**config.mk**
```make
export PLATFORM = sky130hd
export DESIGN_NAME = memory_stage
export DESIGN_NICKNAME = d
export VERILOG_FILES = /design/src/rtl/memory_stage_pkg.sv /design/src/rtl/memory_stage_store_align.sv /design/src/rtl/memory_stage.sv
export SDC_FILE = /design/constraint.sdc
export NUM_CORES = 1
export LEC_CHECK = 0
export CAP_MARGIN = 40
export CELL_PAD_IN_SITES_DETAIL_PLACEMENT = 1
export CELL_PAD_IN_SITES_GLOBAL_PLACEMENT = 1
export CORE_MARGIN = 4
export CORE_UTILIZATION = 29
export CTS_CLUSTER_DIAMETER = 120
export CTS_CLUSTER_SIZE = 28
export DETAILED_ROUTE_END_ITERATION = 12
export PLACE_DENSITY_LB_ADDON = 0.08
export SYNTH_ARGS = -nofsm -noshare
export SYNTH_HDL_FRONTEND = slang
export SYNTH_HIERARCHICAL = 1
export SYNTH_SLANG_ARGS = --single-unit
```
**constraint.sdc**
```tcl
create_clock -name clk -period 4 [get_ports clk]
set_input_delay 0.6 -clock clk [delete_from_list [all_inputs] [get_ports clk]]
set_output_delay 0.6 -clock clk [all_outputs]
set_load 0.01 [all_outputs]
```
**src/rtl/memory_stage_pkg.sv**
```systemverilog
// memory_stage_pkg: shared encodings for the memory stage.
// Store types, FSM states, exception bit positions, load-control fields,
// the MEM_WB register layout and the misalignment rule used when
// MEM_ADDR_EXC_EN is defined.
package memory_stage_pkg;

    typedef enum logic [2:0] {
        ST_SB  = 3'd0,
        ST_SH  = 3'd1,
        ST_SW  = 3'd2,
        ST_SWL = 3'd3,
        ST_SWR = 3'd4
    } st_type_e;

    typedef enum logic [1:0] {
        S_IDLE = 2'd0,
        S_REQ  = 2'd1,
        S_WAIT = 2'd2
    } state_e;

    localparam int EX_ADEL = 0;
    localparam int EX_ADES = 1;

    // LdCtl = {LW[1:0], LB, LBU, LH, LHU}; LW field 2'b01 is a plain word load
    localparam int LD_LH  = 1;
    localparam int LD_LHU = 0;
    localparam logic [1:0] LW_WORD = 2'b01;

    typedef struct packed {
        logic        valid;
        logic [31:0] mem_rdata;
        logic [31:0] alu_result;
        logic [31:0] rt;
        logic [5:0]  ld_ctl;
        logic [4:0]  waddr;
        logic [3:0]  reg_write;
        logic [31:0] pc;
        logic [1:0]  ex;
        logic [31:0] bad_vaddr;
    } mem_wb_t;

    // Halfword accesses need a[0]=0, word accesses need a=0
    function automatic logic misaligned(input logic wr, input logic [2:0] st,
                                        input logic [5:0] ld, input logic [1:0] a);
        return wr ? ((st == ST_SH && a[0]) || (st == ST_SW && a != 2'b00))
                  : (((ld[LD_LH] || ld[LD_LHU]) && a[0]) || (ld[5:4] == LW_WORD && a != 2'b00));
    endfunction

endpackage

```
**src/rtl/memory_stage_store_align.sv**
```systemverilog
// store_align: byte strobes and lane-aligned write data for a store.
// Ports: st_type (store kind), a (address low bits), rt (store source)
//        -> wstrb (byte enables), wdata (bus write data). Combinational.
module store_align
    import memory_stage_pkg::*;
(
    input  logic [2:0]  st_type,
    input  logic [1:0]  a,
    input  logic [31:0] rt,
    output logic [3:0]  wstrb,
    output logic [31:0] wdata
);

    always_comb begin
        wstrb = 4'b0000;
        wdata = rt;
        case (st_type)
            ST_SB: begin
                wstrb = 4'b0001 << a;
                wdata = {4{rt[7:0]}};
            end
            ST_SH: begin
                wstrb = a[1] ? 4'b1100 : 4'b0011;
                wdata = {2{rt[15:0]}};
            end
            ST_SW:  wstrb = 4'b1111;
            // SWL writes the top (a+1) bytes of rt into the low lanes
            ST_SWL: begin
                wstrb = 4'b1111 >> ~a;
                wdata = rt >> {~a, 3'b000};
            end
            // SWR writes the low (4-a) bytes of rt into the high lanes
            ST_SWR: begin
                wstrb = 4'b1111 << a;
                wdata = rt << {a, 3'b000};
            end
            default: wstrb = 4'b0000;
        endcase
    end

endmodule

```
**src/rtl/memory_stage.sv**
```systemverilog
// memory_stage: MEM pipeline stage with a req/addr_ok/data_ok data-bus FSM.
// Inputs:  clk, rst, EXE_MEM fields (valid, MemEn, MemWr, StType, LdCtl,
//          ALUResult, RegRdata2, RegWaddr, RegWrite, PC), data bus handshake
//          (data_addr_ok, data_data_ok, data_rdata).
// Outputs: data bus request (data_req, data_wr, data_wstrb, data_addr,
//          data_wdata), Stall_MEM, registered MEM_WB fields, ex_MEM_WB,
//          BadVAddr_MEM_WB.
// Option:  MEM_ADDR_EXC_EN raises AdEL/AdES on misaligned half/word accesses.
module memory_stage
    import memory_stage_pkg::*;
(
    input  logic        clk,
    input  logic        rst,
    input  logic        valid_EXE_MEM,
    input  logic        MemEn_EXE_MEM,
    input  logic        MemWr_EXE_MEM,
    input  logic [2:0]  StType_EXE_MEM,
    input  logic [5:0]  LdCtl_EXE_MEM,
    input  logic [31:0] ALUResult_EXE_MEM,
    input  logic [31:0] RegRdata2_EXE_MEM,
    input  logic [4:0]  RegWaddr_EXE_MEM,
    input  logic [3:0]  RegWrite_EXE_MEM,
    input  logic [31:0] PC_EXE_MEM,
    output logic        data_req,
    output logic        data_wr,
    output logic [3:0]  data_wstrb,
    output logic [31:0] data_addr,
    output logic [31:0] data_wdata,
    input  logic        data_addr_ok,
    input  logic        data_data_ok,
    input  logic [31:0] data_rdata,
    output logic        Stall_MEM,
    output logic        valid_MEM_WB,
    output logic [31:0] MemRdata_MEM_WB,
    output logic [31:0] ALUResult_MEM_WB,
    output logic [31:0] RegRdata2_MEM_WB,
    output logic [5:0]  LdCtl_MEM_WB,
    output logic [4:0]  RegWaddr_MEM_WB,
    output logic [3:0]  RegWrite_MEM_WB,
    output logic [31:0] PC_MEM_WB,
    output logic [1:0]  ex_MEM_WB,
    output logic [31:0] BadVAddr_MEM_WB
);

    state_e      state_q, state_d;
    mem_wb_t     mem_wb_q, mem_wb_d;
    logic [3:0]  st_wstrb;
    logic [31:0] st_wdata;
    logic        exc, mem_op, done;

`ifdef MEM_ADDR_EXC_EN
    assign exc = valid_EXE_MEM & MemEn_EXE_MEM &
                 misaligned(MemWr_EXE_MEM, StType_EXE_MEM, LdCtl_EXE_MEM, ALUResult_EXE_MEM[1:0]);
`else
    assign exc = 1'b0;
`endif

    // A faulting access never reaches the bus
    assign mem_op = valid_EXE_MEM & MemEn_EXE_MEM & ~exc;
    assign done   = (state_q == S_WAIT) & data_data_ok;

    store_align u_store_align (
        .st_type (StType_EXE_MEM),
        .a       (ALUResult_EXE_MEM[1:0]),
        .rt      (RegRdata2_EXE_MEM),
        .wstrb   (st_wstrb),
        .wdata   (st_wdata)
    );

    always_comb begin
        data_req   = ~rst & ((state_q == S_REQ) | ((state_q == S_IDLE) & mem_op));
        Stall_MEM  = ~rst & mem_op & ~done;
        data_wr    = MemWr_EXE_MEM;
        data_addr  = {ALUResult_EXE_MEM[31:2], 2'b00};
        data_wstrb = MemWr_EXE_MEM ? st_wstrb : 4'b0000;
        data_wdata = st_wdata;
        state_d    = state_q;
        case (state_q)
            S_IDLE:  state_d = (data_req & data_addr_ok) ? S_WAIT : (mem_op ? S_REQ : S_IDLE);
            S_REQ:   state_d = data_addr_ok ? S_WAIT : S_REQ;
            S_WAIT:  state_d = data_data_ok ? S_IDLE : S_WAIT;
            default: state_d = S_IDLE;
        endcase
        mem_wb_d            = mem_wb_q;
        mem_wb_d.valid      = valid_EXE_MEM & ~Stall_MEM;
        mem_wb_d.mem_rdata  = done ? data_rdata : mem_wb_q.mem_rdata;
        mem_wb_d.alu_result = ALUResult_EXE_MEM;
        mem_wb_d.rt         = RegRdata2_EXE_MEM;
        mem_wb_d.ld_ctl     = LdCtl_EXE_MEM;
        mem_wb_d.waddr      = RegWaddr_EXE_MEM;
        mem_wb_d.reg_write  = (Stall_MEM | exc) ? 4'b0000 : RegWrite_EXE_MEM;
        mem_wb_d.pc         = PC_EXE_MEM;
        mem_wb_d.ex         = 2'b00;
        mem_wb_d.ex[EX_ADES] = exc & MemWr_EXE_MEM;
        mem_wb_d.ex[EX_ADEL] = exc & ~MemWr_EXE_MEM;
        mem_wb_d.bad_vaddr  = exc ? ALUResult_EXE_MEM : 32'h0;
    end

    always_ff @(posedge clk) begin
        if (rst) begin
            state_q  <= S_IDLE;
            mem_wb_q <= '0;
        end else begin
            state_q  <= state_d;
            mem_wb_q <= mem_wb_d;
        end
    end

    assign valid_MEM_WB     = mem_wb_q.valid;
    assign MemRdata_MEM_WB  = mem_wb_q.mem_rdata;
    assign ALUResult_MEM_WB = mem_wb_q.alu_result;
    assign RegRdata2_MEM_WB = mem_wb_q.rt;
    assign LdCtl_MEM_WB     = mem_wb_q.ld_ctl;
    assign RegWaddr_MEM_WB  = mem_wb_q.waddr;
    assign RegWrite_MEM_WB  = mem_wb_q.reg_write;
    assign PC_MEM_WB        = mem_wb_q.pc;
    assign ex_MEM_WB        = mem_wb_q.ex;
    assign BadVAddr_MEM_WB  = mem_wb_q.bad_vaddr;

endmodule

```
==> metrics.txt <==
# TYPE chip_impl_metric gauge
chip_impl_metric{name="drtAntennaViolNets",unit=""} 0
chip_impl_info{name="hold_start",value="MemRdata_MEM_WB[25]"} 1
chip_impl_info{name="hold_path_class",value="flip-flop to flip-flop"} 1
chip_impl_metric{name="post_cts_hold_buffer_count",unit=""} 0
chip_impl_metric{name="yosysTopAreaCellShare",unit="%"} 43.47
chip_impl_metric{name="pre_cts_ws",unit="ns"} 0.2894
chip_impl_info{name="yosys.area.top_type",value="sky130_fd_sc_hd__dfxtp_1"} 1
chip_impl_metric{name="power.static_leakage",unit="nW"} 4.134
chip_impl_metric{name="detail_route.drc_violations",unit=""} 0
chip_impl_metric{name="clk-insertion-delay-late",unit="ns"} 0.42
chip_impl_metric{name="worstMarginPinSlew",unit="ns"} 0.6164
chip_impl_metric{name="unique_cell_type_count_in_the_yosys_netlist",unit=""} 49
chip_impl_metric{name="vias_per_cell",unit=""} 4.529
chip_impl_metric{name="die_area",unit="sq um"} 25690
chip_impl_metric{name="globalRouteTotalUtil",unit="%"} 19.15
chip_impl_info{name="cts_tree",value="done"} 1
chip_impl_metric{name="final_critical_path_setup_slack",unit="ns"} 0.3026
chip_impl_metric{name="initial_utilization",unit="%"} 29.61
chip_impl_metric{name="finalMaxSlewViolations",unit=""} 0
chip_impl_metric{name="placement_rows",unit=""} 55
chip_impl_metric{name="cts_inserted_buffers",unit=""} 17
chip_impl_metric{name="clock_tree.buffer_depth",unit=""} 2
chip_impl_metric{name="timing.critical_path.required",unit="ns"} 3.40
chip_impl_metric{name="synth-warning-count",unit=""} 6
chip_impl_metric{name="count_of_flip_flops_with_a_built_in_enable_after_synthesis",unit=""} 0
chip_impl_info{name="synth_top_flop_cell",value="sky130_fd_sc_hd__dfxtp_1"} 1
chip_impl_metric{name="postCtsSetupRepairBufs",unit=""} 0
chip_impl_metric{name="syn_avg_cell_area",unit="sq um"} 9.731
chip_impl_metric{name="post_synth_inst_count",unit=""} 691
chip_impl_metric{name="timing.final.crit_share",unit="%"} 92.43
chip_impl_metric{name="tot_pwr",unit="mW"} 3.967
chip_impl_metric{name="antennaDiodeCount",unit=""} 0
chip_impl_metric{name="first_pass_iters",unit=""} 4
chip_impl_metric{name="cts.sink_count",unit=""} 146
chip_impl_metric{name="gp_congestion",unit=""} 0.8216
chip_impl_metric{name="max_freq",unit="MHz"} 270.5
chip_impl_metric{name="synth.yosys.seq_area_share",unit="%"} 43.47
chip_impl_metric{name="vias_in_the_first_global_route",unit=""} 6179
chip_impl_info{name="worst_r2r_endpoint",value="MemRdata_MEM_WB[28]"} 1
chip_impl_info{name="critPathKind",value="input port to primary output"} 1
chip_impl_metric{name="setup-violations-final",unit=""} 0
chip_impl_metric{name="flops_latches_synth",unit=""} 146
chip_impl_metric{name="portBuffers",unit=""} 365
chip_impl_metric{name="routed_wire_length_per_instance",unit="um"} 19.26
chip_impl_metric{name="drive_above_1_share",unit="%"} 7.081
chip_impl_info{name="critical_path.endpoint_type",value="primary output"} 1
chip_impl_metric{name="cts.clk_slew.worst_paths",unit="ns"} 0.07
chip_impl_metric{name="synthesized_area_fraction_occupied_by_adder_cells",unit="%"} 0
chip_impl_metric{name="layout_min_cycle_time",unit="ns"} 3.697
chip_impl_metric{name="synth.mux.area_fraction",unit="%"} 9.639
chip_impl_metric{name="async_reset_ff_share",unit="%"} 0
chip_impl_metric{name="synth_compound_gate_area_share",unit="%"} 11.33
chip_impl_metric{name="syn_area",unit="sq um"} 6724
chip_impl_metric{name="min_delay_path_depth",unit=""} 2
chip_impl_metric{name="total_area_of_multi_input_combinational_cells",unit="sq um"} 3080
chip_impl_metric{name="hpwl",unit="mm"} 19.43
chip_impl_info{name="regToRegStartpoint",value="state_q[1]"} 1
chip_impl_metric{name="grt_start_max_net_pins",unit=""} 67
chip_impl_metric{name="antenna_found_initial",unit=""} 1
chip_impl_metric{name="syn_to_final_growth",unit="%"} 60.48
chip_impl_metric{name="final-hold-violation-count",unit=""} 0
chip_impl_info{name="setup_repair_after_global_routing_missed_its_margin",value="false"} 1
chip_impl_metric{name="core_area",unit="sq um"} 22710
chip_impl_metric{name="instances_no_fill",unit=""} 1316
chip_impl_metric{name="cp.arrival",unit="ns"} 3.10
chip_impl_metric{name="slew_limit_headroom",unit="%"} 58.90
chip_impl_metric{name="vdd_ir_drop_max",unit="mV"} 0.1901
chip_impl_info{name="run_status",value="finished clean"} 1
chip_impl_metric{name="yosys.area_share.xor_xnor",unit="%"} 0
chip_impl_metric{name="cts_htree_levels",unit=""} 4
chip_impl_metric{name="cp_max_fo",unit=""} 10
chip_impl_metric{name="fillerInstances",unit=""} 2535
chip_impl_metric{name="p_per_area",unit="nW/um^2"} 367.6
chip_impl_metric{name="grt_overflow",unit=""} 0
chip_impl_metric{name="worst-r2r-cell-count",unit=""} 3
chip_impl_metric{name="finish.net_count",unit=""} 1171
chip_impl_metric{name="die_w",unit="um"} 160.3
chip_impl_metric{name="synth-simple-area-share",unit="%"} 22.81
chip_impl_metric{name="pin_count",unit=""} 402
chip_impl_metric{name="register_area",unit="sq um"} 2923
chip_impl_metric{name="final.setup_skew",unit="ns"} 0.01249
chip_impl_info{name="cts_root_buffer",value="sky130_fd_sc_hd__clkbuf_16"} 1
chip_impl_metric{name="first_iter_violations",unit=""} 251
chip_impl_info{name="setup.worst_path.start_class",value="input port"} 1
chip_impl_info{name="post_synth_main_area_contributors",value="sky130_fd_sc_hd__dfxtp_1 (43%), sky130_fd_sc_hd__nor2b_1 (11%), sky130_fd_sc_hd__mux2i_1 (8.2%)"} 1
chip_impl_metric{name="fin_setup_tns",unit="ns"} 0
chip_impl_metric{name="post-place-cells",unit=""} 1284
chip_impl_info{name="synth_top_family_by_area",value="simple AND/OR/NAND/NOR gates"} 1
chip_impl_info{name="worstSetupEndpoint",value="data_wdata[25]"} 1
chip_impl_metric{name="cap_viol_max_count",unit=""} 0
chip_impl_metric{name="r2r_setup_slack",unit="ns"} 2.55
chip_impl_metric{name="fp.dieH",unit="um"} 160.3
chip_impl_metric{name="drt_wl_total",unit="mm"} 25.35
chip_impl_info{name="worstSetupStartpoint",value="StType_EXE_MEM[0]"} 1
chip_impl_metric{name="route.vias.total",unit=""} 5960
chip_impl_metric{name="global_route_wire_length_before_repair",unit="mm"} 38.21
chip_impl_metric{name="post_cts.resized_instances",unit=""} 0
metal layers:
metal / GRT usage (%) / share of wire (%)
met1: 23.89 / 42
met2: 32.91 / 50
met3: 4.619 / 5.6
met4: 5.592 / 1.8
met5: 0 / 0.051
layout by cell type, fill, tap and decap left out, types with 12 or more instances in the layout:
cell type,netlist,final
sky130_fd_sc_hd__clkdlybuf4s50_1,0,363
sky130_fd_sc_hd__dfxtp_1,146,146
sky130_fd_sc_hd__nor2b_1,113,113
sky130_fd_sc_hd__nand2b_1,80,80
sky130_fd_sc_hd__mux2i_1,55,55
sky130_fd_sc_hd__conb_1,1,36
sky130_fd_sc_hd__a22oi_1,24,24
sky130_fd_sc_hd__buf_4,70,23
sky130_fd_sc_hd__nand2_1,22,22
sky130_fd_sc_hd__nor2_1,22,22
sky130_fd_sc_hd__clkbuf_16,0,17
sky130_fd_sc_hd__a22o_1,14,14
sky130_fd_sc_hd__a21oi_1,13,13
sky130_fd_sc_hd__o21ai_0,12,12
state kept, by name (all words and copies together), names as in the netlist:
signal and cells:
RegRdata2_MEM_WB 32, LdCtl_MEM_WB 6, RegWaddr_MEM_WB 5, PC_MEM_WB 32, RegWrite_MEM_WB 4, state_q 2
valid_MEM_WB 1, ALUResult_MEM_WB 32, MemRdata_MEM_WB 32
kinds of logic after synthesis:
logic type             Yosys count
flip-flops                     146
AND/OR/NAND/NOR                258
multiplexers                    62
other                            1
buffers and inverters          123
AO/OA/AOI/OAI                  101
worst max-delay path, stage by stage:
cell,delay [ns]
sky130_fd_sc_hd__clkdlybuf4s50_1,0.71
sky130_fd_sc_hd__and3b_1,0.51
sky130_fd_sc_hd__and3_1,0.48
sky130_fd_sc_hd__o21ai_0,0.13
sky130_fd_sc_hd__nand2_1,0.08
sky130_fd_sc_hd__clkdlybuf4s50_1,0.59
synthesized netlist by cell type (2+ instances only):
| master | n |
|---|---|
| sky130_fd_sc_hd__a21oi_1 | 13 |
| sky130_fd_sc_hd__a21oi_2 | 2 |
| sky130_fd_sc_hd__a221oi_1 | 2 |
| sky130_fd_sc_hd__a22o_1 | 14 |
| sky130_fd_sc_hd__a22oi_1 | 24 |
| sky130_fd_sc_hd__a22oi_2 | 2 |
| sky130_fd_sc_hd__a311oi_1 | 6 |
| sky130_fd_sc_hd__and2_1 | 6 |
| sky130_fd_sc_hd__and3b_1 | 2 |
| sky130_fd_sc_hd__buf_12 | 3 |
| sky130_fd_sc_hd__buf_2 | 19 |
| sky130_fd_sc_hd__buf_4 | 70 |
| sky130_fd_sc_hd__buf_6 | 6 |
| sky130_fd_sc_hd__clkbuf_1 | 14 |
| sky130_fd_sc_hd__dfxtp_1 | 146 |
| sky130_fd_sc_hd__inv_1 | 8 |
| sky130_fd_sc_hd__mux2_2 | 4 |
| sky130_fd_sc_hd__mux2_4 | 2 |
| sky130_fd_sc_hd__mux2i_1 | 55 |
| sky130_fd_sc_hd__nand2_1 | 22 |
| sky130_fd_sc_hd__nand2b_1 | 80 |
| sky130_fd_sc_hd__nor2_1 | 22 |
| sky130_fd_sc_hd__nor2b_1 | 113 |
| sky130_fd_sc_hd__nor3_1 | 4 |
| sky130_fd_sc_hd__o211ai_1 | 6 |
| sky130_fd_sc_hd__o21ai_0 | 12 |
| sky130_fd_sc_hd__o22ai_1 | 2 |
| sky130_fd_sc_hd__o2bb2ai_1 | 4 |
| sky130_fd_sc_hd__o32a_1 | 8 |
worst min-delay path by stage:
| stage | end | slack (ns) |
|---|---|---|
| 2_1_floorplan | state_q[0] | 0.47 |
| 3_3_place_gp | MemRdata_MEM_WB[25] | 0.46 |
| 3_5_place_dp | MemRdata_MEM_WB[25] | 0.47 |
| 4_1_cts | MemRdata_MEM_WB[25] | 0.48 |
| 5_1_grt | MemRdata_MEM_WB[9] | 0.50 |
| 6_report | MemRdata_MEM_WB[25] | 0.47 |
through the flow:
stage / utilization, % / hold WS, ns / cell area, sq um
final: 47.52 / 0.4719 / 10790
after global routing: 47.52 / 0.5041 / 10790
after CTS: 47.52 / 0.4797 / 10790
after detailed placement: 44.94 / 0.4687 / 10200
after global placement: 44.94 / 0.4583 / 10200
after floorplan: - / 0.4725 / 6855
final cells by class:
cell class                      instances  share of cell area (%)
Multi-Input combinational cell        457                   28.55
Clock inverter                         15                   1.484
Inverter                                9                  0.3131
Sequential cell                       146                   27.09
Clock buffer                           17                   3.943
Timing Repair Buffer                  387                   35.32
Tap cell                              285                   3.305
power breakdown:
part / switching (mW) / internal, mW
logic: 0.354 / 0.461
registers: 0.0193 / 1.52
clock network: 0.724 / 0.887
total: 1.10 / 2.87
Power figures use the tool's default switching activity.
